File: src/rtl/icache_cacop_unit.sv
// ICache CACOP unit: runs the cacop instruction from the memory pipeline
// against the ICache tag SRAM.
// Modes:
//   0 / 1  write an invalid tag into the way picked by vaddr's low bits
//   2      translate vaddr, read tags, clear every way whose tag matches
//   3      no-op
// The fetch pipeline is stalled whenever the unit is not idle.
module icache_cacop_unit #(
  parameter int WAY_NUM   = 2,
  parameter int IDX_WIDTH = 8,
  parameter int TAG_WIDTH = 20
) (
  input  logic                                clk,
  input  logic                                a_rst_n,
  input  logic                                flush_i,
  // request from memory stage 1
  input  logic                                req_valid_i,
  input  logic [31:0]                         req_vaddr_i,
  input  logic [5:0]                          req_rob_idx_i,
  input  logic [1:0]                          req_mode_i,
  input  logic                                req_ready_i,
  // response towards writeback
  output logic                                rsp_ready_o,
  output logic                                rsp_valid_o,
  output logic [5:0]                          rsp_rob_idx_o,
  output logic [31:0]                         rsp_vaddr_o,
  output logic [6:0]                          rsp_excp_o,
  // MMU translation
  output logic                                trans_req_valid_o,
  output logic [31:0]                         trans_req_vaddr_o,
  input  logic                                trans_rsp_valid_i,
  input  logic [31:0]                         trans_rsp_paddr_i,
  input  logic [6:0]                          trans_rsp_excp_i,
  // tag SRAM port, entries are {valid, tag}
  output logic                                tag_en_o,
  output logic [WAY_NUM-1:0]                  tag_we_o,
  output logic [IDX_WIDTH-1:0]                tag_addr_o,
  output logic [TAG_WIDTH:0]                  tag_wdata_o,
  input  logic [WAY_NUM-1:0][TAG_WIDTH:0]     tag_rdata_i,
  output logic                                fetch_stall_o
);

  localparam int WAY_BITS = (WAY_NUM > 1) ? $clog2(WAY_NUM) : 1;

  typedef enum logic [2:0] {
    IDLE    = 3'd0,
    TRANS   = 3'd1,
    COMPARE = 3'd2,
    WRITE   = 3'd3,
    RESP    = 3'd4
  } state_e;

  state_e                state_q, state_d;
  logic [31:0]           vaddr_q, vaddr_d;
  logic [5:0]            rob_q, rob_d;
  logic [TAG_WIDTH-1:0]  ptag_q, ptag_d;
  logic [6:0]            excp_q, excp_d;

  logic [WAY_NUM-1:0]    hit;
  logic [WAY_NUM-1:0]    way_onehot;
  logic [WAY_BITS-1:0]   way_sel;
  logic                  unused_paddr;

  // Only the tag part of the physical address matters for the compare.
  assign unused_paddr = ^trans_rsp_paddr_i;

  assign way_sel = vaddr_q[WAY_BITS-1:0];

  // Per-way tag match and index-mode way decode.
  for (genvar gi = 0; gi < WAY_NUM; gi++) begin : g_way
    assign hit[gi]        = tag_rdata_i[gi][TAG_WIDTH] &
                            (tag_rdata_i[gi][TAG_WIDTH-1:0] == ptag_q);
    assign way_onehot[gi] = (way_sel == WAY_BITS'(gi));
  end

  assign tag_addr_o        = vaddr_q[4 +: IDX_WIDTH];
  assign tag_wdata_o       = '0;
  assign trans_req_vaddr_o = vaddr_q;
  assign rsp_rob_idx_o     = rob_q;
  assign rsp_vaddr_o       = vaddr_q;
  assign rsp_excp_o        = excp_q;
  assign rsp_ready_o       = (state_q == IDLE);
  assign fetch_stall_o     = (state_q != IDLE);

  // Next-state, latched fields and SRAM/MMU strobes.
  always_comb begin
    state_d           = state_q;
    vaddr_d           = vaddr_q;
    rob_d             = rob_q;
    ptag_d            = ptag_q;
    excp_d            = excp_q;
    tag_en_o          = 1'b0;
    tag_we_o          = '0;
    trans_req_valid_o = 1'b0;
    rsp_valid_o       = 1'b0;

    case (state_q)
      IDLE: begin
        if (req_valid_i) begin
          vaddr_d = req_vaddr_i;
          rob_d   = req_rob_idx_i;
          excp_d  = '0;
          case (req_mode_i)
            2'd0, 2'd1: state_d = WRITE;
            2'd2:       state_d = TRANS;
            default:    state_d = RESP;
          endcase
        end
      end
      WRITE: begin
        tag_en_o = 1'b1;
        tag_we_o = way_onehot;
        state_d  = RESP;
      end
      TRANS: begin
        trans_req_valid_o = 1'b1;
        if (trans_rsp_valid_i) begin
          if (trans_rsp_excp_i[6]) begin
            excp_d  = trans_rsp_excp_i;
            state_d = RESP;
          end else begin
            // Tag read issued now; data arrives in COMPARE.
            ptag_d   = trans_rsp_paddr_i[31 -: TAG_WIDTH];
            tag_en_o = 1'b1;
            state_d  = COMPARE;
          end
        end
      end
      COMPARE: begin
        if (|hit) begin
          tag_en_o = 1'b1;
          tag_we_o = hit;
        end
        state_d = RESP;
      end
      RESP: begin
        rsp_valid_o = 1'b1;
        if (req_ready_i) state_d = IDLE;
      end
      default: state_d = IDLE;
    endcase

    // Flush abandons everything (including acceptance in IDLE); a tag write
    // already on the SRAM port this cycle is left to complete.
    if (flush_i) begin
      state_d     = IDLE;
      vaddr_d     = vaddr_q;
      rob_d       = rob_q;
      excp_d      = '0;
      rsp_valid_o = 1'b0;
    end
  end

  // State and latched request fields.
  always_ff @(posedge clk or negedge a_rst_n) begin
    if (!a_rst_n) begin
      state_q <= IDLE;
      vaddr_q <= '0;
      rob_q   <= '0;
      ptag_q  <= '0;
      excp_q  <= '0;
    end else begin
      state_q <= state_d;
      vaddr_q <= vaddr_d;
      rob_q   <= rob_d;
      ptag_q  <= ptag_d;
      excp_q  <= excp_d;
    end
  end

endmodule

File: config.mk
export PLATFORM = sky130hd
export DESIGN_NAME = icache_cacop_unit
export DESIGN_NICKNAME = d
export VERILOG_FILES = /design/src/rtl/icache_cacop_unit.sv
export SDC_FILE = /design/constraint.sdc
export NUM_CORES = 1
export LEC_CHECK = 0
export CAP_MARGIN = 10
export CORE_UTILIZATION = 39
export CTS_CLUSTER_DIAMETER = 200
export DETAILED_ROUTE_END_ITERATION = 7
export GPL_TIMING_DRIVEN = 0
export PLACE_DENSITY = 0.92
export SLEW_MARGIN = 40
export SYNTH_ARGS = -nofsm -noshare
export SYNTH_HDL_FRONTEND = slang
export SYNTH_SLANG_ARGS = --single-unit
File: constraint.sdc
create_clock -name clk -period 4.93 [get_ports clk]
set_input_delay 0.986 -clock clk [delete_from_list [all_inputs] [get_ports clk]]
set_output_delay 0.986 -clock clk [all_outputs]
set_load 0.03 [all_outputs]
==> results of run 1 <==
-- placed cells by master, fill, tap and decap left out, drive strengths merged, types with 3 or more instances in the layout --
| cell | instances |
|---|---|
| buf | 69 |
| nor2 | 3 |
| nand3b | 3 |
| a22o | 6 |
| o21ai | 3 |
| mux2 | 58 |
| xnor2 | 26 |
| clkdlybuf4s50 | 205 |
| conb | 21 |
| xor2 | 14 |
| clkbuf | 14 |
| dfrtp | 68 |
| nand4 | 9 |
| nor4 | 5 |
-- stage by stage --
| step | cells | setup slack, ns | power, mW | util, % | hold slack, ns |
|---|---|---|---|---|---|
| after global placement | 620 | 0.550 | 2.30 | 66.5 | 0.464 |
| after floorplan | 306 | 1.68 | 1.75 | - | 0.480 |
| final | 636 | 0.538 | 2.73 | 68.8 | 0.480 |
| after CTS | 636 | 0.519 | 2.76 | 68.7 | 0.481 |
| after global routing | 636 | 0.417 | 2.86 | 68.8 | 0.522 |
| after detailed placement | 621 | 0.538 | 2.35 | 66.8 | 0.465 |
-- worst max path at each step --
stage                       end  slack, ns  depth (start not counted)
floorplan           tag_we_o[0]       1.68                          5
global placement    tag_we_o[0]       0.55                          7
detailed placement  tag_we_o[0]       0.54                          7
CTS                 tag_we_o[0]       0.52                          7
global route           tag_en_o       0.42                          7
finish              tag_we_o[0]       0.54                          7
-- sequential cells by signal, indices dropped and copies added, names as in the netlist --
signal / cells
rsp_vaddr_o: 32
ptag_q: 20
rsp_excp_o: 7
rsp_rob_idx_o: 6
state_q: 3
-- worst max-delay path: stages --
cell and delay [ns]:
clkdlybuf4s50_1 0.43, xor2_1 0.17, or4_1 0.53, nor4_1 0.30, nand4_1 0.18, o21ai_0 0.12, clkdlybuf4s50_1 0.69
-- per-layer routing --
layer  track usage (%)  wire length (um)  vias up
li1                  -                 -     1376
met1              22.0              3590     1397
met2              37.7              5020      142
met3              5.18               750       13
met4              6.33               140        0
met5                 0                 0        -
-- logic make-up after synthesis --
logic type             after synthesis  synth area share, %
multiplexers                        59                 18.6
flip-flops                          68                 47.8
other                                1                0.105
XOR/XNOR                            40                 9.84
AND/OR/NAND/NOR                     33                 6.01
AO/OA/AOI/OAI                       15                 3.06
buffers and inverters               70                 14.6
-- power by group through the flow --
| stage | Sequential, mW | Combinational [mW] | Clock [mW] |
|---|---|---|---|
| final | 0.890 | 1.44 | 0.399 |
| after global routing | 0.916 | 1.51 | 0.431 |
| after CTS | 0.892 | 1.45 | 0.414 |
| after detailed placement | 0.900 | 1.45 | 0 |
| after global placement | 0.886 | 1.42 | 0 |
| after floorplan | 1.05 | 0.695 | 0 |
-- final cells by class --
cell class,count,area (um^2),share of cell area [%]
buffer,68,510,8.47
clock buffer,13,159,2.64
clock inverter,2,10.0,0.166
inverter,2,7.51,0.125
multi-input combinational,168,1420,23.6
sequential,68,1700,28.2
tap,108,135,2.24
timing repair buffer,207,2080,34.6
==> impl_metrics.json, run 1 <==
{
  "outcome": "completed",
  "vdd_drop_max_v": 0.000290,
  "pwr-share-comb_pct": 52.8,
  "h-tree-depth": 3,
  "switchingPower_mw": 1.05,
  "grt_max_degree": 40,
  "rrSetupSlack_ns": 2.98,
  "min-delay-start": "rsp_excp_o[6]",
  "drive_above_1_share_pct": 27.3,
  "pwr_density_cell_nw_per_um2": 453,
  "via_per_inst": 4.60,
  "synth_cell_types": 32,
  "fin_skew_ns": 0.00910,
  "min_to": "rsp_excp_o[6]",
  "port_buffers": 206,
  "crit_start": "tag_rdata_i[11]",
  "die_w_um": 97.5,
  "cts_tree": "built",
  "synth-warning-count": 0,
  "finalSetupViolCount": 0,
  "vias": 2928,
  "drtIter0Drc": 36,
  "crit_path_end_kind": "primary output",
  "initial_utilization_pct": 40.6,
  "netlist.top_cell.by_area": "dfrtp_1",
  "worstHoldPathCells": 1,
  "cts_buffer_depth": 2,
  "setup_tns_ns": 0,
  "p_clk_share_pct": 14.6,
  "timing.rr.start": "state_q[2]",
  "clk_pin_slew_worst_paths_ns": 0.07,
  "crit_arrival_ns": 3.41,
  "yosys-top-cells-count": "68 x dfrtp_1, 61 x buf_4, 58 x mux2_2",
  "p_int_mw": 1.69,
  "cts_resized": 0,
  "dieHeight_um": 97.5,
  "finalCriticalPeriod_ns": 4.39,
  "path_class": "input port to primary output",
  "die-area_um2": 9510,
  "maxCapViolCount": 0,
  "n_antenna_cell": 0,
  "hold_buffers": 0,
  "synth_edf_count": 0,
  "wl_per_cell_um": 14.9,
  "clock_sinks": 68,
  "hp-class": "register to register",
  "slew_violations": 0,
  "rsz0062_at_grt": "no",
  "worst_slew_pin_slew_ns": 0.659,
  "io_pins": 240,
  "fin_area_um2": 6030,
  "clock-root-buffer": "clkbuf_8",
  "clock_latency_ns": 0.32,
  "grt_pass1_vias": 3199,
  "yosysMostFrequentCell": "dfrtp_1",
  "pwr-share-seq_pct": 32.6,
  "drc": 0,
  "syn_inst": 286,
  "finalCritPeriodShare_pct": 89.1,
  "async_reset_ff_share_pct": 100,
  "drtAntennaViolNets": 0,
  "cts_made_buffers": 9,
  "switching_share_pct": 38.3,
  "worstRegToRegCells": 6,
  "maxSlewHeadroom_pct": 56.1,
  "timing.rr.end": "rsp_vaddr_o[14]",
  "firstDrtPassIters": 4,
  "synthTopCellsByArea": "dfrtp_1 48%, mux2_2 18%, buf_4 13%",
  "hpwl_um": 7780,
  "grt_pass1_wl_um": 15200,
  "num_rows": 34,
  "cellLeakagePower_nw": 2.60,
  "path_max_fanout": 2,
  "ys_ff_latch": 68,
  "synth.avg_cell_area_um2": 12.4,
  "cts_setup_buffers": 0,
  "gr-total-overflow": 0,
  "area_growth_pct": 69.3,
  "ys_seq_area_share_pct": 47.8,
  "max_clock_freq_mhz": 228,
  "place.gp.congestion": 0.819,
  "core_area_um2": 8760,
  "synth_ff_type": "dfrtp_1",
  "placed_cell_area_um2": 5850,
  "mappedNetlistArea_um2": 3560,
  "finalWirelength_um": 9500,
  "hold_violations": 0,
  "fin_nets": 651,
  "required_ns": 3.94,
  "fillers": 635,
  "start_kind": "input port",
  "yosys.area.top_type_share_pct": 47.8,
  "antenna_found_initial": 0,
  "groute.usage.overall_pct": 20.1
}
Power figures use the tool's default switching activity.
==> inputs of run 2 (changes only) <==
CELL_PAD_IN_SITES_DETAIL_PLACEMENT = 0   (was default)
CELL_PAD_IN_SITES_GLOBAL_PLACEMENT = 1   (was default)
CORE_UTILIZATION = 28   (was 39)
PLACE_DENSITY = 0.91   (was 0.92)
==> impl_metrics.json, run 2 (synthesis results as in run 1) <==
{
  "switchingPower_mw": 1.08,
  "slew_violations": 0,
  "hp-class": "register to register",
  "fin_area_um2": 6270,
  "crit_path_end_kind": "primary output",
  "clock_latency_ns": 0.33,
  "layout_commonest_cell": "clkdlybuf4s50_1",
  "worst_slew_pin_slew_ns": 0.688,
  "finalCriticalPeriod_ns": 4.32,
  "drtIter0Drc": 87,
  "drc": 0,
  "outcome": "completed",
  "maxSlewHeadroom_pct": 54.1,
  "rsz0062_at_grt": "no",
  "setup_slack_ns": 0.606,
  "grt_pass1_wl_um": 15000,
  "switching_share_pct": 35.4,
  "port_buffers": 206,
  "finalPower_mw": 3.05,
  "num_rows": 40,
  "h-tree-depth": 3,
  "fin_cells": 697,
  "max_clock_freq_mhz": 231,
  "path_class": "input port to primary output",
  "cts_made_buffers": 9,
  "die_w_um": 115,
  "hpwl_um": 7870,
  "worstHoldPathCells": 1,
  "seq_area_um2": 1700,
  "fin_nets": 651,
  "core_area_um2": 12200,
  "placedCellCount": 681,
  "maxCapViolCount": 0,
  "vdd_drop_max_v": 0.000295,
  "cellLeakagePower_nw": 2.68,
  "clock_sinks": 68,
  "dieHeight_um": 115,
  "required_ns": 3.94,
  "pwr_density_cell_nw_per_um2": 487,
  "p_clk_share_pct": 23.7,
  "final_cell_mix": "205 x clkdlybuf4s50_1, 68 x dfrtp_1, 61 x buf_4, 58 x mux2_2, 26 x xnor2_1",
  "initial_utilization_pct": 29.1,
  "hold_violations": 0,
  "grt_pass1_vias": 3079,
  "pwr-share-seq_pct": 29.0,
  "finalSetupViolCount": 0,
  "slowest_stage": "clkdlybuf4s50_1",
  "p_int_mw": 1.97,
  "gr-total-overflow": 0,
  "place.gp.congestion": 0.835,
  "largest_reg_flops": 32,
  "fin_skew_ns": 0.00438,
  "pwr-share-comb_pct": 47.3,
  "wl_per_cell_um": 14.2,
  "drive_above_1_share_pct": 27.4,
  "clock-root-buffer": "clkbuf_16",
  "antenna_found_initial": 0,
  "cts_tree": "built",
  "firstDrtPassIters": 4,
  "vias": 2938,
  "drtAntennaViolNets": 0,
  "via_per_inst": 4.22,
  "max_stage_delay_ns": 0.70,
  "multiInputGateArea_um2": 1420,
  "hold_buffers": 0,
  "cts_resized": 0,
  "path_max_fanout": 2,
  "n_antenna_cell": 0,
  "critPathMostFrequentCell": "clkdlybuf4s50_1",
  "setup_tns_ns": 0,
  "worstRegToRegCells": 6,
  "cts_buffer_depth": 2,
  "worst_hold_slack_ns": 0.481,
  "cts_setup_buffers": 0,
  "grt_max_degree": 38,
  "die-area_um2": 13200,
  "final_util_pct": 51.3,
  "area_growth_pct": 76.0,
  "fillers": 1097,
  "clk_pin_slew_worst_paths_ns": 0.05,
  "placed_cell_area_um2": 5930,
  "finalCritPeriodShare_pct": 87.7,
  "finalWirelength_um": 9930,
  "groute.usage.overall_pct": 15.0,
  "io_pins": 240,
  "place_ws_ns": 0.571,
  "crit_arrival_ns": 3.34,
  "crit_chain": "clkdlybuf4s50_1 -> xor2_1 -> or4_1 -> nor4_1 -> nand4_1 -> o21ai_0 -> clkdlybuf4s50_1",
  "start_kind": "input port"
}
==> run 2: path summary, 6_finish.rpt <==
path                                 start               to  slack [ns]
setup / recovery           tag_rdata_i[11]      tag_we_o[0]        0.61
hold / removal               rsp_excp_o[6]    rsp_excp_o[6]        0.48
setup reg to reg                state_q[1]  rsp_vaddr_o[12]        2.97
hold reg to reg              rsp_excp_o[6]    rsp_excp_o[6]        0.48
max in group asynchronous          a_rst_n  rsp_vaddr_o[12]        3.88
min in group asynchronous          a_rst_n   rsp_vaddr_o[3]        0.55
==> run 2: final cells by class <==
class / count / area share (%)
well taps: 168 / 3.35
clock inverters: 5 / 1.60
repair buffers: 207 / 33.2
multi-input cells: 168 / 22.7
plain buffers: 68 / 8.15
clock buffers: 11 / 3.71
inverters: 2 / 0.120
flip-flops and latches: 68 / 27.2
==> run 2: critical path, delay by kind of cell <==
family                 cells  cell delay, ns
AND/OR/NAND/NOR            3            0.92
AO/OA/AOI/OAI              1            0.14
XOR/XNOR                   1            0.18
buffers and inverters      2            1.11
==> run 2: power groups by stage <==
stage / sequential (mW) / combinational, mW / clock (mW)
global placement: 0.885 / 1.43 / 0
detailed placement: 0.896 / 1.45 / 0
CTS: 0.890 / 1.46 / 0.743
global route: 0.915 / 1.51 / 0.767
finish: 0.886 / 1.44 / 0.724
floorplan: 1.05 / 0.695 / 0
==> run 2: metal layers <==
| layer | vias to the layer above | share of wire (%) | track usage [%] |
|---|---|---|---|
| met2 | 149 | 50 | 27.0 |
| met4 | 0 | 1.8 | 6.41 |
| met3 | 13 | 9.6 | 5.27 |
| met1 | 1393 | 39 | 15.8 |
| met5 | - | 0 | 0 |
| li1 | 1383 | - | - |
==> inputs of run 3 (changes only) <==
PLACE_DENSITY = default   (was 0.91)
PLACE_DENSITY_LB_ADDON = 0.1   (was default)
==> impl_metrics.json, run 3 (synthesis results as in run 1) <==
{
  "switching_share_pct": 35.0,
  "worst_slew_pin_slew_ns": 0.661,
  "clock_sinks": 68,
  "required_ns": 3.94,
  "crit_path_end_kind": "primary output",
  "clock_latency_ns": 0.33,
  "final_cell_mix": "205 x clkdlybuf4s50_1, 68 x dfrtp_1, 61 x buf_4, 58 x mux2_2, 26 x xnor2_1",
  "crit_family": "buffers and inverters",
  "drtAntennaViolNets": 0,
  "fin_skew_ns": 0.00546,
  "pwr-share-seq_pct": 28.7,
  "cts_tree": "built",
  "grt_pass1_vias": 2981,
  "io_pins": 240,
  "pwr_density_cell_nw_per_um2": 490,
  "drtIter0Drc": 82,
  "vdd_drop_max_v": 0.000243,
  "slowest_stage": "clkdlybuf4s50_1",
  "port_buffers": 206,
  "area_growth_pct": 76.8,
  "maxCapViolCount": 0,
  "drive_above_1_share_pct": 27.8,
  "crit_buf_inv": 2,
  "finalCritPeriodShare_pct": 87.5,
  "crit_start": "tag_rdata_i[11]",
  "clock-root-buffer": "clkbuf_16",
  "finalSetupViolCount": 0,
  "slew_violations": 0,
  "drc": 0,
  "n_antenna_cell": 0,
  "firstDrtPassIters": 4,
  "finalWirelength_um": 9850,
  "grt_pass1_wl_um": 15100,
  "vias": 2813,
  "finalCriticalPeriod_ns": 4.32,
  "max_stage_delay_ns": 0.70,
  "clk_pin_slew_worst_paths_ns": 0.06,
  "pwr-share-comb_pct": 46.4,
  "crit_arrival_ns": 3.33,
  "hpwl_um": 7660,
  "timing.rr.start": "state_q[2]",
  "multiInputGateArea_um2": 1420,
  "groute.usage.overall_pct": 15.4,
  "p_clk_share_pct": 24.9,
  "die-area_um2": 13200,
  "grt_max_degree": 36,
  "antenna_found_initial": 0,
  "hold_buffers": 0,
  "fin_nets": 651,
  "p_int_mw": 2.00,
  "switchingPower_mw": 1.08,
  "maxSlewHeadroom_pct": 56.0,
  "max_clock_freq_mhz": 232,
  "outcome": "completed",
  "hp-class": "register to register",
  "hold_violations": 0,
  "cts_made_buffers": 9,
  "cts_setup_buffers": 0,
  "gr-total-overflow": 0,
  "via_per_inst": 4.04,
  "cts_resized": 0,
  "path_class": "input port to primary output",
  "seq_area_um2": 1700,
  "crit_chain": "clkdlybuf4s50_1 -> xor2_1 -> or4_1 -> nor4_1 -> nand4_1 -> o21ai_0 -> clkdlybuf4s50_1",
  "wl_per_cell_um": 14.1,
  "layout_commonest_cell": "clkdlybuf4s50_1",
  "setup_tns_ns": 0,
  "fillers": 1158,
  "num_rows": 40,
  "cts_buffer_depth": 2,
  "min-delay-start": "rsp_excp_o[6]",
  "initial_utilization_pct": 29.1,
  "rsz0062_at_grt": "no",
  "cellLeakagePower_nw": 2.69,
  "start_kind": "input port",
  "largest_reg_flops": 32,
  "core_area_um2": 12200,
  "place.gp.congestion": 0.736,
  "dieHeight_um": 115,
  "h-tree-depth": 3,
  "die_w_um": 115,
  "finalPower_mw": 3.08,
  "critPathMostFrequentCell": "clkdlybuf4s50_1",
  "path_max_fanout": 2
}
## run 3: cell types whose count changed in the layout (fill, tap and decap cells not counted)
| cell | delta |
|---|---|
| clkbuf_1 | -2 |
| clkbuf_8 | +2 |
| clkinv_2 | -2 |
| clkinv_4 | +2 |
## run 3: area by class of cell
class	instances	area share, %
flip-flops and latches	68	27.0
clock buffers	11	4.02
well taps	168	3.34
plain buffers	68	8.11
inverters	2	0.119
repair buffers	207	33.1
clock inverters	5	1.71
multi-input cells	168	22.6
## run 3: worst paths after layout
kind | endpoint | slack, ns | depth (start not counted)
hold reg to reg | rsp_excp_o[6] | 0.49 | 1
setup reg to reg | rsp_vaddr_o[21] | 2.99 | 6
max in group asynchronous | rsp_vaddr_o[25] | 3.89 | 2
min in group asynchronous | ptag_q[2] | 0.54 | 1
setup / recovery | tag_we_o[0] | 0.61 | 7
hold / removal | rsp_excp_o[6] | 0.49 | 1
## run 3: power by group through the flow
stage	combinational (mW)	sequential (mW)	clock [mW]
after detailed placement	1.44	0.894	0
after global placement	1.43	0.888	0
after global routing	1.51	0.915	0.824
final	1.43	0.884	0.769
after floorplan	0.695	1.05	0
after CTS	1.45	0.888	0.789
## run 3: per-stage QoR
step           util [%]  instances  cell area (um^2)  setup WS (ns)  hold WS [ns]
2_1_floorplan         -        306              3630           1.68         0.480
3_3_place_gp       48.4        680              5910          0.329         0.462
3_5_place_dp       48.5        681              5930          0.582         0.465
4_1_cts            51.5        697              6290          0.568         0.488
5_1_grt            51.5        697              6290          0.484         0.506
6_report           51.5        697              6290          0.614         0.487
## run 3: metal layers
metal | vias up | track usage [%] | part of all wire (%)
li1 | 1378 | - | -
met1 | 1284 | 18.4 | 42
met2 | 143 | 24.6 | 46
met3 | 8 | 6.96 | 11
met4 | 0 | 5.37 | 1.4
met5 | - | 0 | 0
